File: config.mk
export PLATFORM = sky130hd
export DESIGN_NAME = line_drawer_stream_flat
export DESIGN_NICKNAME = d
export VERILOG_FILES = /design/src/rtl/line_drawer_stream_pkg.sv /design/src/rtl/line_drawer_stream_if.sv /design/src/rtl/line_drawer_stream_step_timer.sv /design/src/rtl/line_drawer_stream.sv /design/src/flat_wrapper.sv
export SDC_FILE = /design/constraint.sdc
export NUM_CORES = 1
export LEC_CHECK = 0
export ABC_CLOCK_PERIOD_IN_PS = 7100
export CAP_MARGIN = 20
export CORE_MARGIN = 2
export CORE_UTILIZATION = 60
export CTS_CLUSTER_DIAMETER = 120
export DETAILED_ROUTE_END_ITERATION = 10
export HOLD_SLACK_MARGIN = 0.02
export PLACE_DENSITY_LB_ADDON = 0.3
export SLEW_MARGIN = 20
export SYNTH_ARGS = -nofsm -noshare
export SYNTH_HDL_FRONTEND = slang
export SYNTH_SLANG_ARGS = --single-unit
export TNS_END_PERCENT = 100
File: constraint.sdc
create_clock -name clk -period 7.1 [get_ports clk]
set_clock_uncertainty 0.2 [all_clocks]
set_input_delay 1.42 -clock clk [delete_from_list [all_inputs] [get_ports clk]]
set_output_delay 1.42 -clock clk [all_outputs]
set_load 0.01 [all_outputs]
File: src/rtl/line_drawer_stream_pkg.sv
// Shared types for the Bresenham line rasteriser: FSM state encoding.
package line_pkg;

  typedef enum logic [1:0] {
    IDLE = 2'd0,
    EMIT = 2'd1,
    WAIT = 2'd2,
    FIN  = 2'd3
  } line_state_e;

endpackage

File: src/rtl/line_drawer_stream_if.sv
// Command and pixel-stream bundle between a line requester/frame-buffer writer and the rasteriser.
interface line_drawer_stream_if #(
   parameter int COORD_W = 11
);
   // Pixel stream: a pixel moves when pix_valid && pix_ready at a rising clk edge; while
   // pix_valid is high and pix_ready low, pix_x/pix_y hold and pix_valid stays high.
   logic                      start;
   logic signed [COORD_W-1:0] x0;
   logic signed [COORD_W-1:0] y0;
   logic signed [COORD_W-1:0] x1;
   logic signed [COORD_W-1:0] y1;
   logic                      busy;
   logic signed [COORD_W-1:0] pix_x;
   logic signed [COORD_W-1:0] pix_y;
   logic                      pix_valid;
   logic                      pix_ready;
   logic                      done;

   modport master (
      input  start, x0, y0, x1, y1, pix_ready,
      output busy, pix_x, pix_y, pix_valid, done
   );

   modport slave (
      output start, x0, y0, x1, y1, pix_ready,
      input  busy, pix_x, pix_y, pix_valid, done
   );
endinterface

File: src/rtl/line_drawer_stream_step_timer.sv
// Loadable down-counter with a zero flag; paces the gap between successive pixels.
module step_timer #(
   parameter int W = 2
) (
   input  logic         clk,
   input  logic         reset,
   input  logic         load,
   input  logic         dec,
   input  logic [W-1:0] load_val,
   output logic         zero
);
   logic [W-1:0] count;

   always_ff @(posedge clk) begin
      if (reset) begin
         count <= '0;
      end else if (load) begin
         count <= load_val;
      end else if (dec && (count != '0)) begin
         count <= count - W'(1);
      end
   end

   assign zero = (count == '0);
endmodule

File: src/rtl/line_drawer_stream.sv
// Bresenham line rasteriser: captures endpoints on start and streams every pixel of the line.
module line_drawer_stream
   import line_pkg::*;
#(
   parameter int COORD_W  = 11,
   parameter int STEP_DIV = 1
) (
   input  logic                 clk,
   input  logic                 reset,
   line_drawer_stream_if.master bus,
   output logic [1:0]           dbg_state
);
   localparam logic [1:0] S_IDLE = IDLE;
   localparam logic [1:0] S_EMIT = EMIT;
   localparam logic [1:0] S_WAIT = WAIT;
   localparam logic [1:0] S_FIN  = FIN;

   localparam int TW = (STEP_DIV > 1) ? $clog2(STEP_DIV + 1) : 1;
   localparam logic [TW-1:0] LOAD_V = TW'((STEP_DIV > 1) ? (STEP_DIV - 2) : 0);
   localparam logic signed [COORD_W-1:0] ONE = COORD_W'(1);

   logic [1:0]                state;
   logic signed [COORD_W-1:0] x, y, x1_r, y1_r;
   logic signed [COORD_W+1:0] dx, dy, err;
   logic                      sx_neg, sy_neg;

   logic signed [COORD_W+1:0] x0e, y0e, x1e, y1e, dx_n, dy_n, err_next;
   logic signed [COORD_W+2:0] e2, dx_w, dy_w;
   logic                      step_x, step_y, at_end, hs;
   logic                      tmr_load, tmr_dec, tmr_zero;

   assign x0e = {{2{bus.x0[COORD_W-1]}}, bus.x0};
   assign y0e = {{2{bus.y0[COORD_W-1]}}, bus.y0};
   assign x1e = {{2{bus.x1[COORD_W-1]}}, bus.x1};
   assign y1e = {{2{bus.y1[COORD_W-1]}}, bus.y1};

   // dx is |x1-x0|, dy is -|y1-y0|, so the error term starts at their sum.
   assign dx_n = (x1e >= x0e) ? (x1e - x0e) : (x0e - x1e);
   assign dy_n = (y1e >= y0e) ? (y0e - y1e) : (y1e - y0e);

   assign e2   = $signed({err, 1'b0});
   assign dx_w = {dx[COORD_W+1], dx};
   assign dy_w = {dy[COORD_W+1], dy};

   assign step_x   = (e2 >= dy_w);
   assign step_y   = (e2 <= dx_w);
   assign err_next = err + (step_x ? dy : '0) + (step_y ? dx : '0);
   assign at_end   = (x == x1_r) && (y == y1_r);
   assign hs       = (state == S_EMIT) && bus.pix_ready;

   assign tmr_load = hs && !at_end;
   assign tmr_dec  = (state == S_WAIT);

   generate
      if (STEP_DIV > 1) begin : g_timer
         step_timer #(.W(TW)) u_timer (
            .clk      (clk),
            .reset    (reset),
            .load     (tmr_load),
            .dec      (tmr_dec),
            .load_val (LOAD_V),
            .zero     (tmr_zero)
         );
      end else begin : g_no_timer
         logic unused_tmr;
         assign unused_tmr = ^{tmr_load, tmr_dec, LOAD_V};
         assign tmr_zero   = 1'b1;
      end
   endgenerate

   always_ff @(posedge clk) begin
      if (reset) begin
         state  <= S_IDLE;
         x      <= '0;
         y      <= '0;
         x1_r   <= '0;
         y1_r   <= '0;
         dx     <= '0;
         dy     <= '0;
         err    <= '0;
         sx_neg <= 1'b0;
         sy_neg <= 1'b0;
      end else begin
         case (state)
            S_IDLE: begin
               if (bus.start) begin
                  x      <= bus.x0;
                  y      <= bus.y0;
                  x1_r   <= bus.x1;
                  y1_r   <= bus.y1;
                  dx     <= dx_n;
                  dy     <= dy_n;
                  err    <= dx_n + dy_n;
                  sx_neg <= !(bus.x0 < bus.x1);
                  sy_neg <= !(bus.y0 < bus.y1);
                  state  <= S_EMIT;
               end
            end
            S_EMIT: begin
               if (hs) begin
                  if (at_end) begin
                     state <= S_FIN;
                  end else begin
                     if (step_x) x <= sx_neg ? (x - ONE) : (x + ONE);
                     if (step_y) y <= sy_neg ? (y - ONE) : (y + ONE);
                     err   <= err_next;
                     state <= (STEP_DIV > 1) ? S_WAIT : S_EMIT;
                  end
               end
            end
            S_WAIT: begin
               if (tmr_zero) state <= S_EMIT;
            end
            default: state <= S_IDLE;
         endcase
      end
   end

   assign bus.pix_valid = (state == S_EMIT);
   assign bus.done      = (state == S_FIN);
   assign bus.busy      = (state != S_IDLE);
   assign bus.pix_x     = x;
   assign bus.pix_y     = y;
   assign dbg_state     = state;
endmodule
File: src/flat_wrapper.sv
// flat-port wrapper written by rule: the top's interface ports become plain ports
module line_drawer_stream_flat import line_pkg::*;
#(
   parameter int COORD_W  = 11,
   parameter int STEP_DIV = 1
)
  (clk, reset, dbg_state, bus_start, bus_x0, bus_y0, bus_x1, bus_y1, bus_pix_ready, bus_busy, bus_pix_x, bus_pix_y, bus_pix_valid, bus_done);
  line_drawer_stream_if #(.COORD_W(COORD_W)) bus_i ();
  input  logic clk;
  input  logic reset;
  output logic [1:0] dbg_state;
  input wire logic [$bits(bus_i.start)-1:0] bus_start;
  input wire logic [$bits(bus_i.x0)-1:0] bus_x0;
  input wire logic [$bits(bus_i.y0)-1:0] bus_y0;
  input wire logic [$bits(bus_i.x1)-1:0] bus_x1;
  input wire logic [$bits(bus_i.y1)-1:0] bus_y1;
  input wire logic [$bits(bus_i.pix_ready)-1:0] bus_pix_ready;
  output wire logic [$bits(bus_i.busy)-1:0] bus_busy;
  output wire logic [$bits(bus_i.pix_x)-1:0] bus_pix_x;
  output wire logic [$bits(bus_i.pix_y)-1:0] bus_pix_y;
  output wire logic [$bits(bus_i.pix_valid)-1:0] bus_pix_valid;
  output wire logic [$bits(bus_i.done)-1:0] bus_done;
  assign bus_i.start = bus_start;
  assign bus_i.x0 = bus_x0;
  assign bus_i.y0 = bus_y0;
  assign bus_i.x1 = bus_x1;
  assign bus_i.y1 = bus_y1;
  assign bus_i.pix_ready = bus_pix_ready;
  assign bus_busy = bus_i.busy;
  assign bus_pix_x = bus_i.pix_x;
  assign bus_pix_y = bus_i.pix_y;
  assign bus_pix_valid = bus_i.pix_valid;
  assign bus_done = bus_i.done;
  line_drawer_stream #(.COORD_W(COORD_W), .STEP_DIV(STEP_DIV)) u_core (.clk(clk), .reset(reset), .bus(bus_i), .dbg_state(dbg_state));
endmodule
==> Word level (Yosys, flattened, before mapping) <==
Cells that the tools add are included.
{ "classes": {"mux": 24, "n_eq_ne": 10, "add_sub_neg": 11, "n_lt_le_gt_ge": 6, "reduce_logical": 12} }
{ "ops": {"columns": ["op", "n"], "rows": [
  ["11-bit 2-to-1 mux", 10],
  ["13-bit 2-to-1 mux", 7],
  ["11-bit by 11-bit subtractor with 12-bit output", 4],
  ["11-bit case mux with 2 select lines", 2],
  ["13-bit adder", 3],
  ["13-bit case mux with 2 select lines", 1],
  ["11-bit by 2-bit adder with 11-bit output (second input constant)", 2],
  ["11-bit equality test", 2],
  ["11-bit greater-or-equal comparator", 2],
  ["11-bit < comparator", 2],
  ["11-bit by 2-bit subtractor with 11-bit output (second input constant)", 2],
  ["14-bit by 13-bit greater-or-equal comparator with 1-bit output", 1],
  ["14-bit by 13-bit less-or-equal comparator with 1-bit output", 1],
  ["5-bit AND reduction", 2],
  ["2-bit 2-to-1 mux", 3],
  ["2-bit by 1-bit != test with 1-bit output (second input constant)", 3],
  ["2-bit case mux with 3 select lines", 1],
  ["2-bit equality test (second input constant)", 2],
  ["2-bit != test (second input constant)", 2],
  ["2-bit AND reduction", 2],
  ["4-bit AND reduction", 1],
  ["2-bit nonzero test", 2],
  ["2-bit by 1-bit equality test with 1-bit output (second input constant)", 1],
  ["1-bit logical AND", 2],
  ["2 further kinds", 3]
]} }
{ "totals": {"output_inout_bits": 27, "wordCells": 73, "register_bits": 87, "in_bits": 48} }

==> Depth between registers and ports, before layout <==
{ "depth": {"ltp_word": 7, "depth_mapped": 22, "ltp_nobuf": 21} }

==> Worst setup path before layout <==
No wires, ideal clock.
{ "synth_timing": {"kind": "input to register", "start": "input bus_y1[0]", "end": "register u_core.err[12]", "slack_ps": 1597, "path_buffers": 0, "t_arrival_ps": 5200, "path_stages": 19, "setup_ps": 103, "t_required_ps": 6797, "path_cell_list": "inv_1 ha_1 inv_1 fa_1 a31oi_4 o21ai_2 a21oi_2 mux2_2 a311oi_1 xnor2_1 ha_1 o21ai_1 a21oi_1 o221ai_1 nand2b_1 a221o_1 a2111oi_2 a211oi_1 a2111oi_2"} }
{ "synth_between": {"elab_chain_len": 5, "elab_cells_between_ends": 7, "cone_classes": "3 x add/sub; 1 x order compare; 3 x mux"} }
{ "synth_lines": {"columns": ["element", "line_no", "source"], "rows": [
  ["from (decl)", "flat_wrapper.sv:16", "input wire logic [$bits(bus_i.y1)-1:0] bus_y1;"],
  ["11-bit by 11-bit subtractor with 12-bit output or 11-bit greater-or-equal comparator (tied branches)", "line_drawer_stream.sv:39", "assign dy_n = (y1e >= y0e) ? (y0e - y1e) : (y1e - y0e);"],
  ["13-bit 2-to-1 mux (*)", "line_drawer_stream.sv:39", null],
  ["via u_core.dy_n[3]", "line_drawer_stream.sv:27", "logic signed [COORD_W+1:0] x0e, y0e, x1e, y1e, dx_n, dy_n, err_next;"],
  ["13-bit adder (*)", "line_drawer_stream.sv:93", "err <= dx_n + dy_n;"],
  ["13-bit 2-to-1 mux (*)", "line_drawer_stream.sv:86", "if (bus.start) begin"],
  ["13-bit case mux with 2 select lines (*)", "line_drawer_stream.sv:84", "case (state)"],
  ["to (signal assigned)", "line_drawer_stream.sv:93", null],
  ["to (signal assigned)", "line_drawer_stream.sv:106", "err <= err_next;"],
  ["to (decl)", "line_drawer_stream.sv:24", "logic signed [COORD_W+1:0] dx, dy, err;"]
]} }
Mark *: on every way through the listed nets, which the timed path passes. The rest lies on a longest branch. The select of a mux whose other input is x is not followed.
A chain may end at the register's enable or synchronous reset.

==> Worst setup path after layout <==
Ends and elaborated chain as after synthesis.

==> metrics.csv <==
stage,metric,value,unit
route,DRC viols,0,
finish,share of cells above drive strength 1,3.74,%
min_path,Worst Hold Class,register to register,
global_routing,remaining global-route overflow,0,
timing,RSZ-0062 raised after global routing,false,
critical_path,Startpoint Class,input pin,
cts,setup bufs post-CTS,0,
cts,hold_buf cts,0,
timing,Final Critical Period,6.19,ns
cts,clock root buffer,clkbuf_16,
logic_synthesis,Yosys cell types,74,
cts,CTS Sinks,85,
min_path,Hold Startpoint,u_core.x1_r[2],
global_routing,largest net degree at the start of global routing,81,
place,IO Port Bufs,74,
cts,Max clock buf depth,2,
floorplan,Die H,124,um
timing,Final setup violation count,0,
flow_run,Maximum Capacitance Violations,0,
min_path,Hold EP,u_core.x1_r[2],
finish,# diodes,0,
critical_path,FF-to-FF End,u_core.err[11],
floorplan,Die Footprint,15300,um2
timing,Pins Over Slew Limit,0,
cts,CTS tree,yes,
critical_path,crit end category,register,
critical_path,maximum fanout along the worst path,5,
route,Iteration-0 DRC Markers,535,
cts,Num CTS Buffers,9,
floorplan,row count,43,
logic_synthesis,Avg Synthesized Cell Area,7.80,um2
global_routing,initial antenna violation count,0,
critical_path,Crit Path Category,input pin to register,
run_status,outcome,"finished, final reports clean",
cts,Post-CTS Resized,0,
timing,fin crit share,87.1,%
logic_synthesis,number of flops mapped to enable cells by yosys,0,
timing,Fmax,162,MHz
logic_synthesis,Post-Syn Nets,1288,
logic_synthesis,Yosys reg bits,85,
place,post-DP HPWL,18100,um
finish,post-route cell area,9650,um2
global_routing,Total Routing Usage GR,31.4,%
logic_synthesis,Cells after Synth,1104,
min_path,Hold Crit Depth,2,
cts,clk slew on worst S/H paths,0.06,ns
floorplan,Initial Util,61.8,%
power,P per Cell Area,246,nW/um2
power,Pleak,4.41,nW
place,Final Wtd Congestion,0.974,
finish,fin cells,1331,
critical_path,Critical Path RT,7.15,ns
critical_path,Reg2Reg Depth,20,
logic_synthesis,"Cell Area, Synth",8610,um2
logic_synthesis,Syn. warnings,0,
power,Max VDD drop,139,uV
timing,Final Hold Vio Count,0,
timing,Relative slew margins,39.4,%
logic_synthesis,top_reg_cell synth,dfxtp_1,
route,DRT antenna net count,0,
finish,Layout area overhead,12.1,%
place,Inst Count DP,1317,
floorplan,Die W,124,um
place,Placed Area,9380,um2
floorplan,Placeable Area,13900,um2
logic_synthesis,"Async S/R FF share, synth",0,%
route,DR WL/cell,17.7,um
critical_path,internal reg-to-reg setup slack,1.63,ns
global_routing,first-pass GRT wire length,37100,um
cts,H-tree level count,3,
timing,Slew @ Worst Pin,0.908,ns
finish,fin nets,1332,
place,Setup WS pre-CTS,0.589,ns
timing,Final WS setup,0.915,ns
critical_path,FF-to-FF Start,u_core.dx[11],
route,Detailed Route WL,23600,um
route,vias post-DR,7952,
route,DRT Pass-1 Iters,5,
route,via-per-instance ratio,5.97,
global_routing,vias in the first global route,7381,
logic_synthesis,"Seq/Total Area, Yosys",19.8,%
floorplan,Ports,75,
critical_path,crit path DAT,6.23,ns
timing,setup tns final,0,ns
cts,Worst-Skew Late Latency,0.35,ns
-- cell families after synthesis --
kind of cell / Yosys count / synth area share (%)
xor gates and xnor gates: 68 / 6.92
adders and majority gates: 136 / 21.5
buffers and inverters: 173 / 8.18
DFF: 85 / 19.8
and+or+nand+nor: 299 / 15.8
AOI/OAI and AO/OA: 311 / 24.0
muxes: 32 / 3.84
-- layout make-up --
| type | instances | area (um2) |
|---|---|---|
| Timing Repair Buffer | 79 | 773 |
| Clock inverter | 3 | 23.8 |
| Clock buffer | 11 | 243 |
| Sequential cell | 85 | 1700 |
| Tap cell | 180 | 225 |
| Fill cell | 1151 | 4280 |
| Multi-Input combinational cell | 846 | 6210 |
| Inverter | 127 | 477 |
-- cells in the mapped netlist (all sizes together), types with 11 or more instances --
master / instances / area, um2
inv: 127 / 477
ha: 116 / 1450
nand2: 116 / 435
a21oi: 106 / 534
dfxtp: 85 / 1700
nor2: 79 / 297
o21ai: 55 / 279
xnor2: 41 / 359
a211oi: 37 / 283
clkbuf: 32 / 124
mux2i: 27 / 270
xor2: 27 / 236
a21o: 24 / 188
nand2b: 22 / 138
fa: 20 / 400
nor2b: 16 / 100
buf: 14 / 104
nand3: 13 / 65.1
a31oi: 12 / 90.1
nand4: 12 / 81.3
nor3: 12 / 60.1
o21a: 11 / 82.6
-- per-stage QoR --
step	hold slack [ns]	total power, mW	util [%]
floorplan	0.245	1.58	-
global placement	0.253	1.89	67.3
detailed placement	0.260	1.92	67.3
CTS	0.269	2.37	69.3
global route	0.295	2.54	69.3
finish	0.267	2.37	69.3
-- where the power goes --
group	total [mW]	switching (mW)	internal, mW
clock	0.442	0.198	0.243
combinational	1.31	0.748	0.566
sequential	0.618	0.0781	0.540
total	2.37	1.02	1.35
-- how the worst max path moves through the flow --
stage	start	to	slack, ns	depth (start not counted)
global placement	bus_y1[0]	u_core.err[12]	0.75	20
CTS	bus_y1[0]	u_core.err[12]	0.95	20
finish	bus_y1[0]	u_core.err[12]	0.91	20
floorplan	bus_y1[0]	u_core.err[12]	1.60	19
detailed placement	bus_y1[0]	u_core.err[12]	0.59	20
global route	bus_y1[0]	u_core.err[12]	0.66	20
-- per-layer routing --
metal / vias up / part of all wire [%] / global-route usage [%] / wire length (um)
li1: 3911 / - / - / -
met1: 3719 / 43 / 39.9 / 10200
met2: 269 / 47 / 53.2 / 11100
met3: 53 / 6.4 / 5.49 / 1520
met4: 0 / 3.2 / 11.6 / 745
met5: - / 0 / 0 / 0
-- cell usage in the layout, fill, tap and decap left out, types with 4 or more instances in the layout --
| cell type | netlist | routed |
|---|---|---|
| clkdlybuf4s50_1 | 0 | 73 |
| o21a_1 | 11 | 11 |
| buf_4 | 3 | 5 |
| nand4_1 | 11 | 11 |
| o211ai_1 | 6 | 6 |
| nand2_1 | 116 | 115 |
| nor4_1 | 4 | 4 |
| clkbuf_16 | 0 | 9 |
| a21oi_1 | 105 | 105 |
| o21ai_1 | 4 | 4 |
| xnor2_1 | 41 | 41 |
| o31ai_1 | 5 | 5 |
| a211o_1 | 5 | 5 |
| o21ai_0 | 50 | 50 |
| nand2b_1 | 22 | 22 |
| a211oi_1 | 36 | 36 |
| nand3_1 | 13 | 13 |
| mux2_2 | 4 | 4 |
| o22ai_1 | 4 | 4 |
| inv_1 | 126 | 126 |
| fa_1 | 20 | 20 |
| nor2_1 | 79 | 79 |
| dfxtp_1 | 85 | 85 |
| and2_1 | 9 | 9 |
| nor3_1 | 12 | 12 |
| xor2_1 | 27 | 27 |
| mux2i_1 | 27 | 27 |
| a31oi_1 | 11 | 11 |
| a21o_1 | 23 | 23 |
| and3_1 | 7 | 7 |
| a311oi_1 | 5 | 5 |
| or2_2 | 4 | 4 |
| ha_1 | 116 | 116 |
| nor2b_1 | 16 | 16 |
| o21bai_1 | 5 | 5 |
-- critical path, cell delays in order --
cell and delay (ns):
clkdlybuf4s50_1 0.50, inv_1 0.10, ha_1 0.18, inv_1 0.06, fa_1 0.43, a31oi_4 0.23
o21ai_2 0.11, a21oi_2 0.33, mux2_2 0.37, a311oi_1 0.25, xnor2_1 0.23, ha_1 0.36
o21ai_1 0.15, a21oi_1 0.08, o221ai_1 0.21, nand2b_1 0.12, a221o_1 0.35, a2111oi_2 0.37
a211oi_1 0.10, a2111oi_2 0.29
-- sequential cells by signal (all words and copies together) (netlist names) --
register	count
u_core.bus.pix_y	11
u_core.dy	12
u_core.sy_neg	1
u_core.y1_r	11
u_core.dx	12
u_core.sx_neg	1
u_core.bus.pix_x	11
u_core.err	13
u_core.x1_r	11
u_core.dbg_state	2
Note: power is estimated with default switching activity, not from simulation.
==> RTL edit (config.mk and constraints unchanged) <==
`COORD_W` is set to 11 in 3 places; all go to 22.
--- a/src/rtl/line_drawer_stream_if.sv
+++ b/src/rtl/line_drawer_stream_if.sv
@@ -1,6 +1,6 @@
 // Command and pixel-stream bundle between a line requester/frame-buffer writer and the rasteriser.
 interface line_drawer_stream_if #(
-   parameter int COORD_W = 11
+   parameter int COORD_W = 22
 );
    // Pixel stream: a pixel moves when pix_valid && pix_ready at a rising clk edge; while
    // pix_valid is high and pix_ready low, pix_x/pix_y hold and pix_valid stays high.
--- a/src/rtl/line_drawer_stream.sv
+++ b/src/rtl/line_drawer_stream.sv
@@ -2,7 +2,7 @@
 module line_drawer_stream
    import line_pkg::*;
 #(
-   parameter int COORD_W  = 11,
+   parameter int COORD_W  = 22,
    parameter int STEP_DIV = 1
 ) (
    input  logic                 clk,
--- a/src/flat_wrapper.sv
+++ b/src/flat_wrapper.sv
@@ -1,7 +1,7 @@
 // flat-port wrapper written by rule: the top's interface ports become plain ports
 module line_drawer_stream_flat import line_pkg::*;
 #(
-   parameter int COORD_W  = 11,
+   parameter int COORD_W  = 22,
    parameter int STEP_DIV = 1
 )
   (clk, reset, dbg_state, bus_start, bus_x0, bus_y0, bus_x1, bus_y1, bus_pix_ready, bus_busy, bus_pix_x, bus_pix_y, bus_pix_valid, bus_done);
Interface: changed (6 resized); port bits go from 75 to 141. The function was not compared with the original's and may differ.
==> RTL edit against the original RTL <==
  * Sequential cell count up 77
  * Power up 130%
  * Global-route usage up 6.7 points
  * Combinational power up 150%
  * Critical path type unchanged
  * Synthesized area up 100%
  * Via count up 130%
  * Final area up 110%
  * Routed wire length rose to 2.5 times the old value
  * Worst setup slack worse by 470 ps
==> RTL edit: results (changes against the original RTL) <==
# diodes 0 (unchanged); Arr. time, crit path 6840 ps (+610 ps); Worst slew margin 25.7% (-14 points); mux cell area share after synthesis 2.04% (-1.8 points); number of CTS-inserted buffers 17 (+8); routed wire length 59.0 mm (+150%); htree depth 4 (+1); register area share after synthesis 18.6% (-1.2 points); Synth Area in XOR/XNOR 7.37% (+0.45 points); Leak Pwr 0.00915 uW (+110%); Worst-Skew Late Latency 470 ps (+120 ps); Total Routing Usage GR 38.1% (+6.7 points); CP max FO 5 (unchanged); router iterations before antenna repair 7 (+2); Synth Area in Compound Gates 26.5% (+2.6 points); vias 18,031 (+130%); Synth cell types 77 (+4.1%); met3 Usage GRT 6.18% (+0.68 points); met1 Use GR 51.3% (+11 points); Post-synth EDFFs 0 (unchanged); Port-buffer cells 140 (+89%); first-pass GRT wire length 92.1 mm (+150%); area of placed instances 19,500 sq um (+110%); largest net degree at the start of global routing 89 (+9.9%); status complete, no violations; nets 2,828 (+110%); Top Registers u_core.err: 24 flops, u_core.dx: 23 flops, u_core.dy: 23 flops; top cells by count, synth 259 x nand2_1, 248 x inv_1, 236 x a21oi_1; Crit path largest cell delay 540 ps (+40 ps); peak supply drop 187 uV (+35%); Synth Net Count 2,698 (+110%); largest cells by area after synthesis dfxtp_1 19%, ha_1 16%, a21oi_1 6.8%, nand2_1 5.6%, xnor2_1 5.4%; fraction of the mapped netlist area in adder cells 19.6% (-1.9 points); number of global-route vias before repair 17,146 (+130%); global placer's final weighted congestion 1.00 (+3.1%); layout cells sized above 1 5.65% (+1.9 points); CP max stage cell clkdlybuf4s50_1; grt met2 use 61.8% (+8.5 points); largest family of logic cells by synthesized area compound AO/OA/AOI/OAI gates; Starting DRT DRC Count 1,809 (+240%); HPWL Detailed 46.1 mm (+160%)
-- RTL edit: stage by stage --
step                hold WS [ps]  std cells  setup slack [ps]
floorplan                    236       2351              1100
detailed placement           265       2846              46.1
global placement             247       2846               160
finish                       272       2878               448
global route                 298       2878              9.59
CTS                          274       2878               512
-- RTL edit: cell type report --
type                            instances  area, sq um
Multi-Input combinational cell       1833        12900
Sequential cell                       162         3240
Clock buffer                           18          439
Timing Repair Buffer                  216         1970
Fill cell                            2396         8560
Clock inverter                         14          203
Tap cell                              384          480
Inverter                              251          942
-- RTL edit: cell families (layout without fill, tap and decap cells) --
| family | after synthesis | in the layout |
|---|---|---|
| adder cells (fa/ha/maj) | 255 | 255 |
| flip-flops | 162 | 162 |
| AO/OA/AOI/OAI | 713 | 713 |
| buffers and inverters | 356 | 499 |
| AND/OR/NAND/NOR | 683 | 683 |
| XOR/XNOR | 147 | 147 |
| multiplexers | 35 | 35 |
-- RTL edit: path summary, 6_finish.rpt --
| check | cells after the start | from | slack [ps] | to |
|---|---|---|---|---|
| max | 22 | bus_x1[1] | 450 | u_core.err[21] |
| min reg2reg | 2 | u_core.dy[1] | 270 | u_core.dy[1] |
| min | 2 | u_core.dy[1] | 270 | u_core.dy[1] |
| max reg2reg | 23 | u_core.err[17] | 450 | u_core.err[21] |
-- RTL edit: timing repair --
item	4_1_cts	5_1_grt
setup buffers	0	0
gates resized for setup	0	1
setup endpoints to repair	0	1
hold buffers	0	0
-- RTL edit: where the power goes --
| part | total [uW] | internal, uW | leakage (uW) | switching (uW) |
|---|---|---|---|---|
| combinational | 3270 | 1340 | 0.00750 | 1930 |
| clock | 1040 | 604 | 0.000310 | 441 |
| sequential | 1200 | 1040 | 0.00134 | 164 |
-- RTL edit: metal layers --
metal / vias to the layer above / wire length [um]
met3: 133 / 4650
met5: - / 0
met2: 820 / 26600
li1: 8510 / -
met1: 8568 / 25600
met4: 0 / 2050
-- RTL edit: critical path, delay by kind of cell --
kind	cells	cell delay, ps
mux	1	340
buf+inv	3	840
xor+xnor	1	320
compound gates	11	2260
simple gates	4	970
fa+ha+maj	2	680
